## config.mk

```make
export PLATFORM = sky130hd
export DESIGN_NAME = logic_axi4_stream_inject
export DESIGN_NICKNAME = d
export VERILOG_FILES = /design/src/rtl/logic_axi4_stream_inject.sv
export SDC_FILE = /design/constraint.sdc
export NUM_CORES = 1
export LEC_CHECK = 0
export CAP_MARGIN = 30
export CORE_MARGIN = 3
export CORE_UTILIZATION = 41
export CTS_BUF_LIST = sky130_fd_sc_hd__clkbuf_2 sky130_fd_sc_hd__clkbuf_4 sky130_fd_sc_hd__clkbuf_8
export DETAILED_ROUTE_END_ITERATION = 10
export HOLD_SLACK_MARGIN = 0.02
export PLACE_DENSITY = 0.9
export SLEW_MARGIN = 20
export SYNTH_ARGS = -nofsm -noshare
export SYNTH_HDL_FRONTEND = slang
export SYNTH_SLANG_ARGS = --single-unit
export TNS_END_PERCENT = 5
```

## constraint.sdc

```tcl
create_clock -name aclk -period 2 [get_ports aclk]
set_input_delay 0.4 -clock aclk [delete_from_list [all_inputs] [get_ports aclk]]
set_output_delay 0.4 -clock aclk [all_outputs]
set_load 0.02 [all_outputs]
```

## src/rtl/logic_axi4_stream_inject.sv

```systemverilog
// Two-flop reset synchronizer: asserts asynchronously, releases synchronously to clk.
// Latency: deassertion reaches rst_n_sync on the second rising clk edge after rst_n rises.
// Backpressure: none (no handshake).
module logic_reset_synchronizer (
    input  logic clk,
    input  logic rst_n,
    output logic rst_n_sync
);

    logic [1:0] sync_q;
    logic [1:0] sync_d;

    // Shift a one in behind the asynchronous assertion.
    always_comb begin
        sync_d = {sync_q[0], 1'b1};
    end

    // Clear at once on reset, release one stage per clock.
    always_ff @(posedge clk or negedge rst_n) begin
        if (!rst_n) begin
            sync_q <= 2'b00;
        end else begin
            sync_q <= sync_d;
        end
    end

    assign rst_n_sync = sync_q[1];

endmodule

// Packet-atomic 2:1 AXI4-Stream merge: rx[0] is the main stream, rx[1] carries injected packets.
// Latency: 1 cycle from rx handshake to tx_tvalid; 1 beat/cycle, no bubble between packets.
// Backpressure: rx treadys = grant gated by (!tx_tvalid || tx_tready); tx held stable while stalled.
module logic_axi4_stream_inject #(
    parameter int TDATA_BYTES = 1,
    parameter int TDEST_WIDTH = 1,
    parameter int TUSER_WIDTH = 1,
    parameter int TID_WIDTH   = 1,
    parameter int USE_TLAST   = 1,
    parameter int USE_TKEEP   = 1,
    parameter int USE_TSTRB   = 1,
    parameter int PRIORITY    = 0
) (
    input  logic                               aclk,
    input  logic                               areset_n,

    input  logic [1:0]                         rx_tvalid,
    output logic [1:0]                         rx_tready,
    input  logic [1:0][TDATA_BYTES*8-1:0]      rx_tdata,
    input  logic [1:0][TDATA_BYTES-1:0]        rx_tkeep,
    input  logic [1:0][TDATA_BYTES-1:0]        rx_tstrb,
    input  logic [1:0]                         rx_tlast,
    input  logic [1:0][TID_WIDTH-1:0]          rx_tid,
    input  logic [1:0][TDEST_WIDTH-1:0]        rx_tdest,
    input  logic [1:0][TUSER_WIDTH-1:0]        rx_tuser,

    output logic                               tx_tvalid,
    input  logic                               tx_tready,
    output logic [TDATA_BYTES*8-1:0]           tx_tdata,
    output logic [TDATA_BYTES-1:0]             tx_tkeep,
    output logic [TDATA_BYTES-1:0]             tx_tstrb,
    output logic                               tx_tlast,
    output logic [TID_WIDTH-1:0]               tx_tid,
    output logic [TDEST_WIDTH-1:0]             tx_tdest,
    output logic [TUSER_WIDTH-1:0]             tx_tuser
);

    localparam int DW = TDATA_BYTES * 8;
    localparam int KW = TDATA_BYTES;

    typedef enum logic [1:0] {
        ST_IDLE  = 2'd0,
        ST_BUSY0 = 2'd1,
        ST_BUSY1 = 2'd2
    } state_t;

    logic                   rst_n_sync;

    state_t                 state_q,   state_d;
    logic                   ptr_q,     ptr_d;
    logic                   tx_vld_q,  tx_vld_d;
    logic [DW-1:0]          tx_data_q, tx_data_d;
    logic [KW-1:0]          tx_keep_q, tx_keep_d;
    logic [KW-1:0]          tx_strb_q, tx_strb_d;
    logic                   tx_last_q, tx_last_d;
    logic [TID_WIDTH-1:0]   tx_id_q,   tx_id_d;
    logic [TDEST_WIDTH-1:0] tx_dest_q, tx_dest_d;
    logic [TUSER_WIDTH-1:0] tx_user_q, tx_user_d;

    logic [1:0]             grant;
    logic                   adv;
    logic                   sel;
    logic                   fire;
    logic                   beat_last;

    logic_reset_synchronizer u_rst_sync (
        .clk        (aclk),
        .rst_n      (areset_n),
        .rst_n_sync (rst_n_sync)
    );

    // Grant: locked to the owner mid-packet, otherwise decided in the same cycle from tvalid.
    always_comb begin
        grant = 2'b00;
        case (state_q)
            ST_BUSY0: grant = 2'b01;
            ST_BUSY1: grant = 2'b10;
            default: begin
                case (rx_tvalid)
                    2'b01:   grant = 2'b01;
                    2'b10:   grant = 2'b10;
                    2'b11: begin
                        if (PRIORITY == 1) begin
                            grant = 2'b10;
                        end else if (PRIORITY == 2) begin
                            grant = 2'b01;
                        end else begin
                            grant = ptr_q ? 2'b10 : 2'b01;
                        end
                    end
                    default: grant = 2'b00;
                endcase
            end
        endcase
    end

    // The output register can take a beat when empty or draining this cycle.
    assign adv       = !tx_vld_q || tx_tready;
    // Held low while the synchronized reset is active so nothing is accepted then.
    assign rx_tready = grant & {2{adv && rst_n_sync}};
    assign sel       = grant[1];
    assign fire      = |(rx_tvalid & rx_tready);
    // Without tlast every beat is its own packet, so arbitration happens per beat.
    assign beat_last = (USE_TLAST > 0) ? rx_tlast[sel] : 1'b1;

    // Next state: load the granted beat, release the lock on its last beat, drain otherwise.
    always_comb begin
        state_d   = state_q;
        ptr_d     = ptr_q;
        tx_vld_d  = tx_vld_q;
        tx_data_d = tx_data_q;
        tx_keep_d = tx_keep_q;
        tx_strb_d = tx_strb_q;
        tx_last_d = tx_last_q;
        tx_id_d   = tx_id_q;
        tx_dest_d = tx_dest_q;
        tx_user_d = tx_user_q;
        if (fire) begin
            tx_vld_d  = 1'b1;
            tx_data_d = rx_tdata[sel];
            tx_keep_d = rx_tkeep[sel];
            tx_strb_d = rx_tstrb[sel];
            tx_last_d = beat_last;
            tx_id_d   = rx_tid[sel];
            tx_dest_d = rx_tdest[sel];
            tx_user_d = rx_tuser[sel];
            if (beat_last) begin
                state_d = ST_IDLE;
                ptr_d   = ~sel;
            end else begin
                state_d = sel ? ST_BUSY1 : ST_BUSY0;
            end
        end else if (tx_tready) begin
            tx_vld_d = 1'b0;
        end
    end

    // All state and the registered output stage, cleared asynchronously.
    always_ff @(posedge aclk or negedge rst_n_sync) begin
        if (!rst_n_sync) begin
            state_q   <= ST_IDLE;
            ptr_q     <= 1'b0;
            tx_vld_q  <= 1'b0;
            tx_data_q <= '0;
            tx_keep_q <= '0;
            tx_strb_q <= '0;
            tx_last_q <= 1'b0;
            tx_id_q   <= '0;
            tx_dest_q <= '0;
            tx_user_q <= '0;
        end else begin
            state_q   <= state_d;
            ptr_q     <= ptr_d;
            tx_vld_q  <= tx_vld_d;
            tx_data_q <= tx_data_d;
            tx_keep_q <= tx_keep_d;
            tx_strb_q <= tx_strb_d;
            tx_last_q <= tx_last_d;
            tx_id_q   <= tx_id_d;
            tx_dest_q <= tx_dest_d;
            tx_user_q <= tx_user_d;
        end
    end

    assign tx_tvalid = tx_vld_q;
    assign tx_tdata  = tx_data_q;
    assign tx_tkeep  = (USE_TKEEP > 0) ? tx_keep_q : {KW{1'b1}};
    assign tx_tstrb  = (USE_TSTRB > 0) ? tx_strb_q : {KW{1'b1}};
    assign tx_tlast  = (USE_TLAST > 0) ? tx_last_q : 1'b1;
    assign tx_tid    = tx_id_q;
    assign tx_tdest  = tx_dest_q;
    assign tx_tuser  = tx_user_q;

endmodule

```

Word-level counts from Yosys, hierarchy flattened:

Index checks and enable logic that the tools add are counted.

* register bits: 20
* bits of input ports: 33
* output and inout port bits: 17
* word-level logic and storage cells: 47

* magnitude comparators: 1
* equal/unequal tests: 5
* mux-type cells: 21
* bitwise gates (word level): 3
* reductions and logical operators: 6

Operator list (count)
* 8-bit 2-to-1 mux: 2
* 1-bit 2-to-1 mux: 14
* 2-bit equality test, second input constant: 3
* 2-bit 2-to-1 mux: 3
* 2-bit case mux with 3 select lines: 1
* 2-bit bitwise AND: 2
* 2-bit by 1-bit equality test with 1-bit output, second input constant: 2
* 2-bit case mux with 2 select lines: 1
* 1-bit by 2-bit less-than comparator with 1-bit output, second input constant: 1
* 2-bit AND reduction: 1
* 2-bit nonzero test: 1
* 2-bit OR reduction: 1
* 1-bit logical AND: 1
* 1-bit logical NOT: 1
* 1-bit logical OR: 1
* 1-bit NOT: 1

Longest topological paths before layout:

Gate-level depths: netlist of run 1.

* depth after elaboration: 7
* mapped depth: 8
* depth with buffers taken out: 6

By module:

From an unflattened synthesis of run 1, not the netlist that was laid out.

* cell total of the unflattened synthesis: 96
* area, all modules: 992.2 sq um

By module, submodules not included
* logic_axi4_stream_inject: times used 1, cells an instance 93, area an instance 938.4 sq um, seq. area each 450.4 sq um
* logic_reset_synchronizer: times used 1, cells an instance 3, area an instance 53.8 sq um, seq. area each 50.0 sq um

Worst setup path before layout of run 1:

Ideal clock, no wire load.

* path kind: register to output
* start: register state_q[0]
* end: output port rx_tready[1]
* data arrival time: 1.564 ns
* path slack: 0.036 ns
* stages on the path, launching flop included: 8
* path through: dfrtp_1 > inv_1 > ha_1 > nand2_1 > o22ai_1 > buf_6 > buf_12 > nor2b_1

* cells in the longest elaborated chain, start to end: 3

RTL lines
* start: declaration: line 79 `state_t state_q, state_d;`
* start signal: assignment: line 182 `state_q <= state_d;`
* 2-bit equality test / 2-bit by 1-bit equality test with 1-bit output (equally long branches): line 105 `case (state_q)`
* 2-bit case mux with 2 select lines *: line 105
* 2-bit bitwise AND *: line 130 `assign rx_tready = grant & {2{adv && rst_n_sync}};`
* end: declaration: line 48 `output logic [1:0] rx_tready,`

Every way passes the cells marked *; elsewhere a longest branch is shown, timed or not.

Final worst setup path of run 1:

Ends and elaborated chain as after synthesis.

==> results of run 1 <==
final timing paths:
| check | to | slack [ps] | cells after the start |
|---|---|---|---|
| max | rx_tready[1] | 70 | 6 |
| min | u_rst_sync.sync_q[1]$_DFF_PN0_ | 230 | 1 |
| max reg2reg | tx_tdata[2]$_DFFE_PN0P_ | 210 | 8 |
| min reg2reg | tx_tdata[6]$_DFFE_PN0P_ | 250 | 1 |
| max in group asynchronous | tx_tdest$_DFFE_PN0P_ | 1550 | 1 |
| min in group aclk | u_rst_sync.sync_q[1]$_DFF_PN0_ | 360 | 0 |
worst reg2reg max path: stages (launching register included):
cell and delay (ps):
sky130_fd_sc_hd__dfrtp_1 390, sky130_fd_sc_hd__inv_2 60, sky130_fd_sc_hd__ha_4 300, sky130_fd_sc_hd__nand2_2 60, sky130_fd_sc_hd__o22ai_2 130, sky130_fd_sc_hd__buf_4 130, sky130_fd_sc_hd__buf_4 270, sky130_fd_sc_hd__mux2i_1 280
sky130_fd_sc_hd__a21oi_2 80
cell families after synthesis:
kind of cell,share of synthesized area
fa+ha+maj,0.0248
simple gates,0.111
compound gates,0.153
mux,0.139
buf+inv,0.0720
flops,0.497
other cells,0.00372
area by class of cell:
class                   count  area share
multi-input cells          66       0.286
well taps                  28      0.0216
clock buffers               3      0.0139
repair buffers             58       0.342
clock inverters             1      0.0185
inverters                   4     0.00927
flip-flops and latches     20       0.309
repair_timing:
item                                    CTS  global route
pin swaps                                 0             3
endpoints found under the setup margin    2             1
buffers inserted                          0             1
cloned                                    0             0
hold buffers                              0             0
resized for setup                        11             5
metal layers:
metal,vias to the layer above,global-route usage,part of all wire
met1,433,0.172,0.39
li1,434,-,-
met5,-,0,0
met4,0,0.0903,0.024
met3,6,0.0701,0.074
met2,31,0.309,0.51
where the power goes:
part	switching, uW	total [uW]	internal, uW	leakage [uW]
logic	717	1420	702	0.000426
registers	112	694	582	0.000227
clock network	131	334	203	0.0000279
total	960	2450	1490	0.000681
synth_stat cells:
library cell,instances
sky130_fd_sc_hd__mux2i_1,14
sky130_fd_sc_hd__o22ai_1,1
sky130_fd_sc_hd__o211a_1,1
sky130_fd_sc_hd__a21oi_2,4
sky130_fd_sc_hd__nor2b_1,2
sky130_fd_sc_hd__conb_1,1
sky130_fd_sc_hd__o21ai_1,1
sky130_fd_sc_hd__inv_2,1
sky130_fd_sc_hd__inv_1,3
sky130_fd_sc_hd__nand2b_1,3
sky130_fd_sc_hd__buf_2,3
sky130_fd_sc_hd__a21bo_1,1
sky130_fd_sc_hd__o21a_1,2
sky130_fd_sc_hd__nor2_1,14
sky130_fd_sc_hd__o31ai_1,1
sky130_fd_sc_hd__buf_6,2
sky130_fd_sc_hd__nand3_1,1
sky130_fd_sc_hd__a21oi_1,13
sky130_fd_sc_hd__ha_1,2
sky130_fd_sc_hd__dfrtp_1,20
sky130_fd_sc_hd__nand2_1,4
sky130_fd_sc_hd__buf_12,1
sky130_fd_sc_hd__nand3b_1,1
per-stage QoR:
step | hold slack (ps) | std cells
6_report | 230 | 180
5_1_grt | 215 | 180
4_1_cts | 221 | 179
3_5_place_dp | 247 | 175
3_3_place_gp | 243 | 175
2_1_floorplan | 104 | 96
==> Flow_metrics.wiki, run 1 <==
{| class="wikitable"
! Metric !! Value
|-
| Antenna violations before repair || 0
|-
| Peak fanout along the critical path || 6
|-
| Top-area cell type share of the netlist area || 0.497
|-
| Slowest library cell on the worst path || sky130_fd_sc_hd__dfrtp_1
|-
| RD Place Congestion || 0.727
|-
| CTS Buf Count || 3
|-
| Vias per std cell || 5.02
|-
| Via count || 904
|-
| Die Outline Area || 3090 sq um
|-
| Average instance area after synthesis || 10.5 sq um
|-
| Final standard cell utilization of the core || 0.712
|-
| Global-route wire length before repair || 4130 um
|-
| Netlist Area Pre-Place || 1010 sq um
|-
| Synth top area cells || sky130_fd_sc_hd__dfrtp_1 50%, sky130_fd_sc_hd__mux2i_1 14%, sky130_fd_sc_hd__a21oi_1 6.5%
|-
| Yosys Warn Count || 0
|-
| Area after DPL || 1540 sq um
|-
| Worst path setup slack after routing || 71.6 ps
|-
| Clock Tree Root || sky130_fd_sc_hd__clkbuf_4
|-
| Die boundary width || 55.6 um
|-
| Initial cell density of the core || 0.443
|-
| Worst R2R Start || state_q[0]$_DFFE_PN0P_
|-
| Sequence of cells on the critical path || inv_2 > ha_4 > nand2_2 > o22ai_2 > nor2b_4 > buf_6
|-
| Area of combinational cells with multiple inputs || 463 sq um
|-
| Total wire length || 2580 um
|-
| Vias in the first global route || 939
|-
| Clock-pin slew of the registers on the worst-case setup and hold paths || 120 ps
|-
| Final Hold Violating Endpoints || 0
|-
| Arrival time of the worst setup path || 1530 ps
|-
| Number of instances in the synthesized netlist || 96
|-
| Number of nets with antenna violations after detailed routing || 0
|-
| Fin nets || 188
|-
| Final period demand of the worst path || 1930 ps
|-
| Signed area change from the synthesized netlist to the final layout || 60.9%
|-
| DRT Pass-1 Iters || 5
|-
| Crit path capture type || primary output
|-
| Nets in the synthesized netlist || 131
|-
| Worst path max stage delay || 390 ps
|-
| RSZ-0062 raised after global routing || no
|-
| Max Clock Skew || 12.2 ps
|-
| Ports || 50
|-
| Residual DRC || 0
|-
| Sinks on Clock Net || 20
|-
| CP startpoint || state_q[0]$_DFFE_PN0P_
|-
| Power after layout || 2450 uW
|-
| Number of max-cap violations || 0
|-
| Nature of the critical path startpoint || flip-flop
|-
| Die height || 55.6 um
|-
| Maximum level of the CTS H-tree || 1
|-
| Start-to-end type of the worst setup path || reg2out
|-
| Number of I/O port buffers || 49
|-
| Slew Viols, Final || 0
|-
| Fraction of final layout cells sized beyond drive strength 1 || 0.164
|-
| Portion of the post-synthesis area used by sequential elements || 0.497
|-
| Ant diodes || 0
|-
| Part of the cycle the worst path needs || 0.964
|-
| DRC marker count from the first detailed-route iteration || 7
|-
| Routed length per placed instance || 14.3 um
|-
| DP Wirelength || 1970 um
|-
| Status || completed
|-
| Power per cell area || 1510 nW/um^2
|-
| Max Buffers Root-to-Sink || 2
|-
| Clock latency reported for the late side of the worst-skew pair || 310 ps
|-
| Required time of the critical path || 1600 ps
|-
| Placeable core region || 2280 sq um
|-
| Most common cell after layout, fill and taps aside || sky130_fd_sc_hd__clkdlybuf4s50_1
|-
| Max FFs per register || 8
|-
| Worst-case vdd ir drop || 1090 uV
|-
| Core Rows || 17
|-
| Number of fillers in the final layout || 190
|-
| Register Area || 500 sq um
|-
| Reported leakage power || 0.000681 uW
|-
| Number of different library cells in the post-synthesis netlist || 23
|-
| Sum of negative setup slack || 0 ps
|-
| Total track usage || 0.174
|-
| Highest-count cells in the layout ignoring fill and taps || 47 x sky130_fd_sc_hd__clkdlybuf4s50_1, 20 x sky130_fd_sc_hd__dfrtp_1, 14 x sky130_fd_sc_hd__mux2i_1, 14 x sky130_fd_sc_hd__nor2_1, 13 x sky130_fd_sc_hd__a21oi_1
|-
| Global route total overflow || 0
|-
| Final Cell Area || 1620 sq um
|-
| Path class of the lowest-slack min-delay path || in2async
|-
| Number of endpoints failing setup at the final stage || 0
|-
| Worst path top cell family by delay || flip-flops
|-
| Area leader, netlist || sky130_fd_sc_hd__dfrtp_1
|-
| Flip-flop and latch count after synthesis || 20
|-
| CP Buf/Inv Count || 2
|-
| Worst slack at placement || -297 ps
|-
| TritonCTS clock tree || yes
|-
| Fmax achieved || 519 MHz
|-
| Largest net degree at the start of global routing || 20
|}
Note: power is estimated with default switching activity, not from simulation.
==> run 2, diff against run 1 <==
Settings changed: CORE_UTILIZATION 41 to 37, PLACE_DENSITY 0.9 to 0.86.
Clock period 2 ns to 1.58 ns, I/O delays scaled along.
==> run 2 against run 1 <==
The flow now finishes with violations (negative setup slack); critical endpoint unchanged; first-iteration DRC count rose by 43%; critical path type unchanged; global-route usage fell by 0.60 points; setup slack got worse by 280 ps; cell count rose by 2.2%.
==> Flow_metrics.wiki, run 2 (same netlist as run 1, synthesis figures left out) <==
{| class="wikitable"
! Metric !! Value
|-
| Vias in the first global route || 995 (was 939)
|-
| Global-route wire length before repair || 4360 um (was 4130 um)
|-
| TritonCTS clock tree || yes (unchanged)
|-
| Signed area change from the synthesized netlist to the final layout || 65.6% (was 60.9%)
|-
| CTS Buf Count || 3 (unchanged)
|-
| Slack of the worst reg-to-reg path || -140 ps (was 210 ps)
|-
| RSZ-0062 raised after global routing || yes (was no)
|-
| Top layer reached by signal wires || met4 (unchanged)
|-
| Final standard cell utilization of the core || 0.661 (was 0.712)
|-
| RD Place Congestion || 0.692 (was 0.727)
|-
| Worst path setup slack after routing || -208 ps (was 71.6 ps)
|-
| Worst-case vdd ir drop || 1730 uV (was 1090 uV)
|-
| Die boundary width || 58.2 um (was 55.6 um)
|-
| Sinks on Clock Net || 20 (unchanged)
|-
| Max Clock Skew || 0.320 ps (was 12.2 ps)
|-
| Max FFs per register || 8 (unchanged)
|-
| Peak fanout along the critical path || 5 (was 6)
|-
| Metal2 WL || 1310 um (was 1330 um)
|-
| Fmax achieved || 559 MHz
|-
| Via count || 914 (was 904)
|-
| Nature of the critical path startpoint || flip-flop (unchanged)
|-
| DP Wirelength || 1950 um (was 1970 um)
|-
| Highest-count cells in the layout ignoring fill and taps || 32 x sky130_fd_sc_hd__clkdlybuf4s50_1, 20 x sky130_fd_sc_hd__dfrtp_1, 14 x sky130_fd_sc_hd__mux2i_1, 14 x sky130_fd_sc_hd__dlygate4sd2_1, 11 x sky130_fd_sc_hd__a21oi_1 (was 47 x sky130_fd_sc_hd__clkdlybuf4s50_1, 20 x sky130_fd_sc_hd__dfrtp_1, 14 x sky130_fd_sc_hd__mux2i_1, 14 x sky130_fd_sc_hd__nor2_1, 13 x sky130_fd_sc_hd__a21oi_1)
|-
| Global route total overflow || 0 (unchanged)
|-
| Path class of the lowest-slack min-delay path || in2async (unchanged)
|-
| Slew Viols, Final || 0 (unchanged)
|-
| Number of fillers in the final layout || 228 (was 190)
|-
| Worst R2R Start || state_q[0]$_DFFE_PN0P_ (unchanged)
|-
| Placeable core region || 2520 sq um (was 2280 sq um)
|-
| Fin nets || 190 (was 188)
|-
| Total track usage || 0.168 (was 0.174)
|-
| Crit path capture type || primary output (unchanged)
|-
| DRT met1 WL || 1020 um (was 999 um)
|-
| Sum of negative setup slack || -2500 ps (was 0 ps)
|-
| Power per cell area || 1820 nW/um^2 (was 1510 nW/um^2)
|-
| Area after DPL || 1590 sq um (was 1540 sq um)
|-
| Antenna violations before repair || 0 (unchanged)
|-
| Die Outline Area || 3380 sq um (was 3090 sq um)
|-
| Most common cell after layout, fill and taps aside || sky130_fd_sc_hd__clkdlybuf4s50_1 (unchanged)
|-
| CP startpoint || state_q[1]$_DFFE_PN0P_ (was state_q[0]$_DFFE_PN0P_)
|-
| Number of max-cap violations || 0 (unchanged)
|-
| Clock-pin slew of the registers on the worst-case setup and hold paths || 110 ps (was 120 ps)
|-
| Instance count after placement with tap cells included || 180 (was 175)
|-
| Status || finished with violations (was completed)
|-
| Final Cell Area || 1670 sq um (was 1620 sq um)
|-
| Fraction of final layout cells sized beyond drive strength 1 || 0.260 (was 0.164)
|-
| Die height || 58.2 um (was 55.6 um)
|-
| Reported leakage power || 0.000697 uW (was 0.000681 uW)
|-
| Clock Tree Root || sky130_fd_sc_hd__clkbuf_4 (unchanged)
|-
| Initial cell density of the core || 0.399 (was 0.443)
|-
| Routed length per placed instance || 14.1 um (was 14.3 um)
|-
| Post-route insts no fill || 184 (was 180)
|-
| Clock latency reported for the late side of the worst-skew pair || 290 ps (was 310 ps)
|-
| Ant diodes || 0 (unchanged)
|-
| Final Hold Violating Endpoints || 0 (unchanged)
|-
| Residual DRC || 0 (unchanged)
|-
| Part of the cycle the worst path needs || 1.13
|-
| Maximum level of the CTS H-tree || 1 (unchanged)
|-
| DRT Pass-1 Iters || 3 (was 5)
|-
| Violations in the final reports || negative setup slack
|-
| Worst-case reg-to-reg path depth || 8 (unchanged)
|-
| Met3 Routed Length || 246 um (was 191 um)
|-
| DRC marker count from the first detailed-route iteration || 10 (was 7)
|-
| Max Buffers Root-to-Sink || 2 (unchanged)
|-
| Core Rows || 18 (was 17)
|-
| Final period demand of the worst path || 1790 ps
|-
| Start-to-end type of the worst setup path || reg2out (unchanged)
|-
| Vias per std cell || 4.97 (was 5.02)
|-
| Total wire length || 2600 um (was 2580 um)
|-
| Required time of the critical path || 1260 ps (was 1600 ps)
|-
| R2R Path End || tx_tstrb$_DFFE_PN0P_ (was tx_tdata[2]$_DFFE_PN0P_)
|-
| Number of I/O port buffers || 49 (unchanged)
|-
| Number of nets with antenna violations after detailed routing || 0 (unchanged)
|-
| Arrival time of the worst setup path || 1470 ps (was 1530 ps)
|-
| Number of endpoints failing setup at the final stage || 20 (was 0)
|-
| Ports || 50 (unchanged)
|-
| Largest net degree at the start of global routing || 20 (unchanged)
|}
-- run 2: final cells by class --
cell class              instances  area, sq um  share of cell area
clock buffers                   4         36.3              0.0218
well taps                      30         37.5              0.0225
repair buffers                 60          571               0.342
multi-input cells              66          508               0.305
flip-flops and latches         20          500               0.300
inverters                       4         15.0             0.00900
-- run 2: worst max-delay path, stage by stage, from the launching register on --
cell	delay [ps]
sky130_fd_sc_hd__dfrtp_1	430
sky130_fd_sc_hd__ha_4	310
sky130_fd_sc_hd__nand2_2	50
sky130_fd_sc_hd__o22ai_2	110
sky130_fd_sc_hd__nor2b_4	170
sky130_fd_sc_hd__buf_6	120
-- run 2: worst max path at each step --
stage	endpoint	slack, ps	cells after the start
after floorplan	rx_tready[1]	-80	7
after global placement	rx_tready[1]	-490	5
after detailed placement	rx_tready[1]	-540	5
after CTS	rx_tready[1]	-220	5
after global routing	rx_tready[1]	-300	5
final	rx_tready[1]	-210	5
-- run 2: power breakdown --
group | internal [uW] | leakage [uW] | switching [uW]
registers | 737 | 0.000227 | 145
clock network | 140 | 0.0000210 | 158
logic | 896 | 0.000448 | 960
-- run 2: what timing repair did --
item	CTS	global route
pin swaps	3	1
hold buffers	0	0
resized for setup	33	10
endpoints found under the setup margin	35	20
buffers inserted	0	0
-- run 2: per-layer routing --
layer | global-route usage | up-vias
met4 | 0.0563 | 0
met2 | 0.294 | 37
met3 | 0.0557 | 4
met5 | 0 | -
li1 | - | 442
met1 | 0.192 | 431
-- run 2: stage by stage --
stage                     setup WS (ps)  hold slack [ps]  power (uW)
after global placement             -488              259        2660
final                              -208              167        3040
after CTS                          -219              161        2990
after floorplan                   -81.3             20.4        2030
after detailed placement           -537              259        2740
after global routing               -296              157        3250
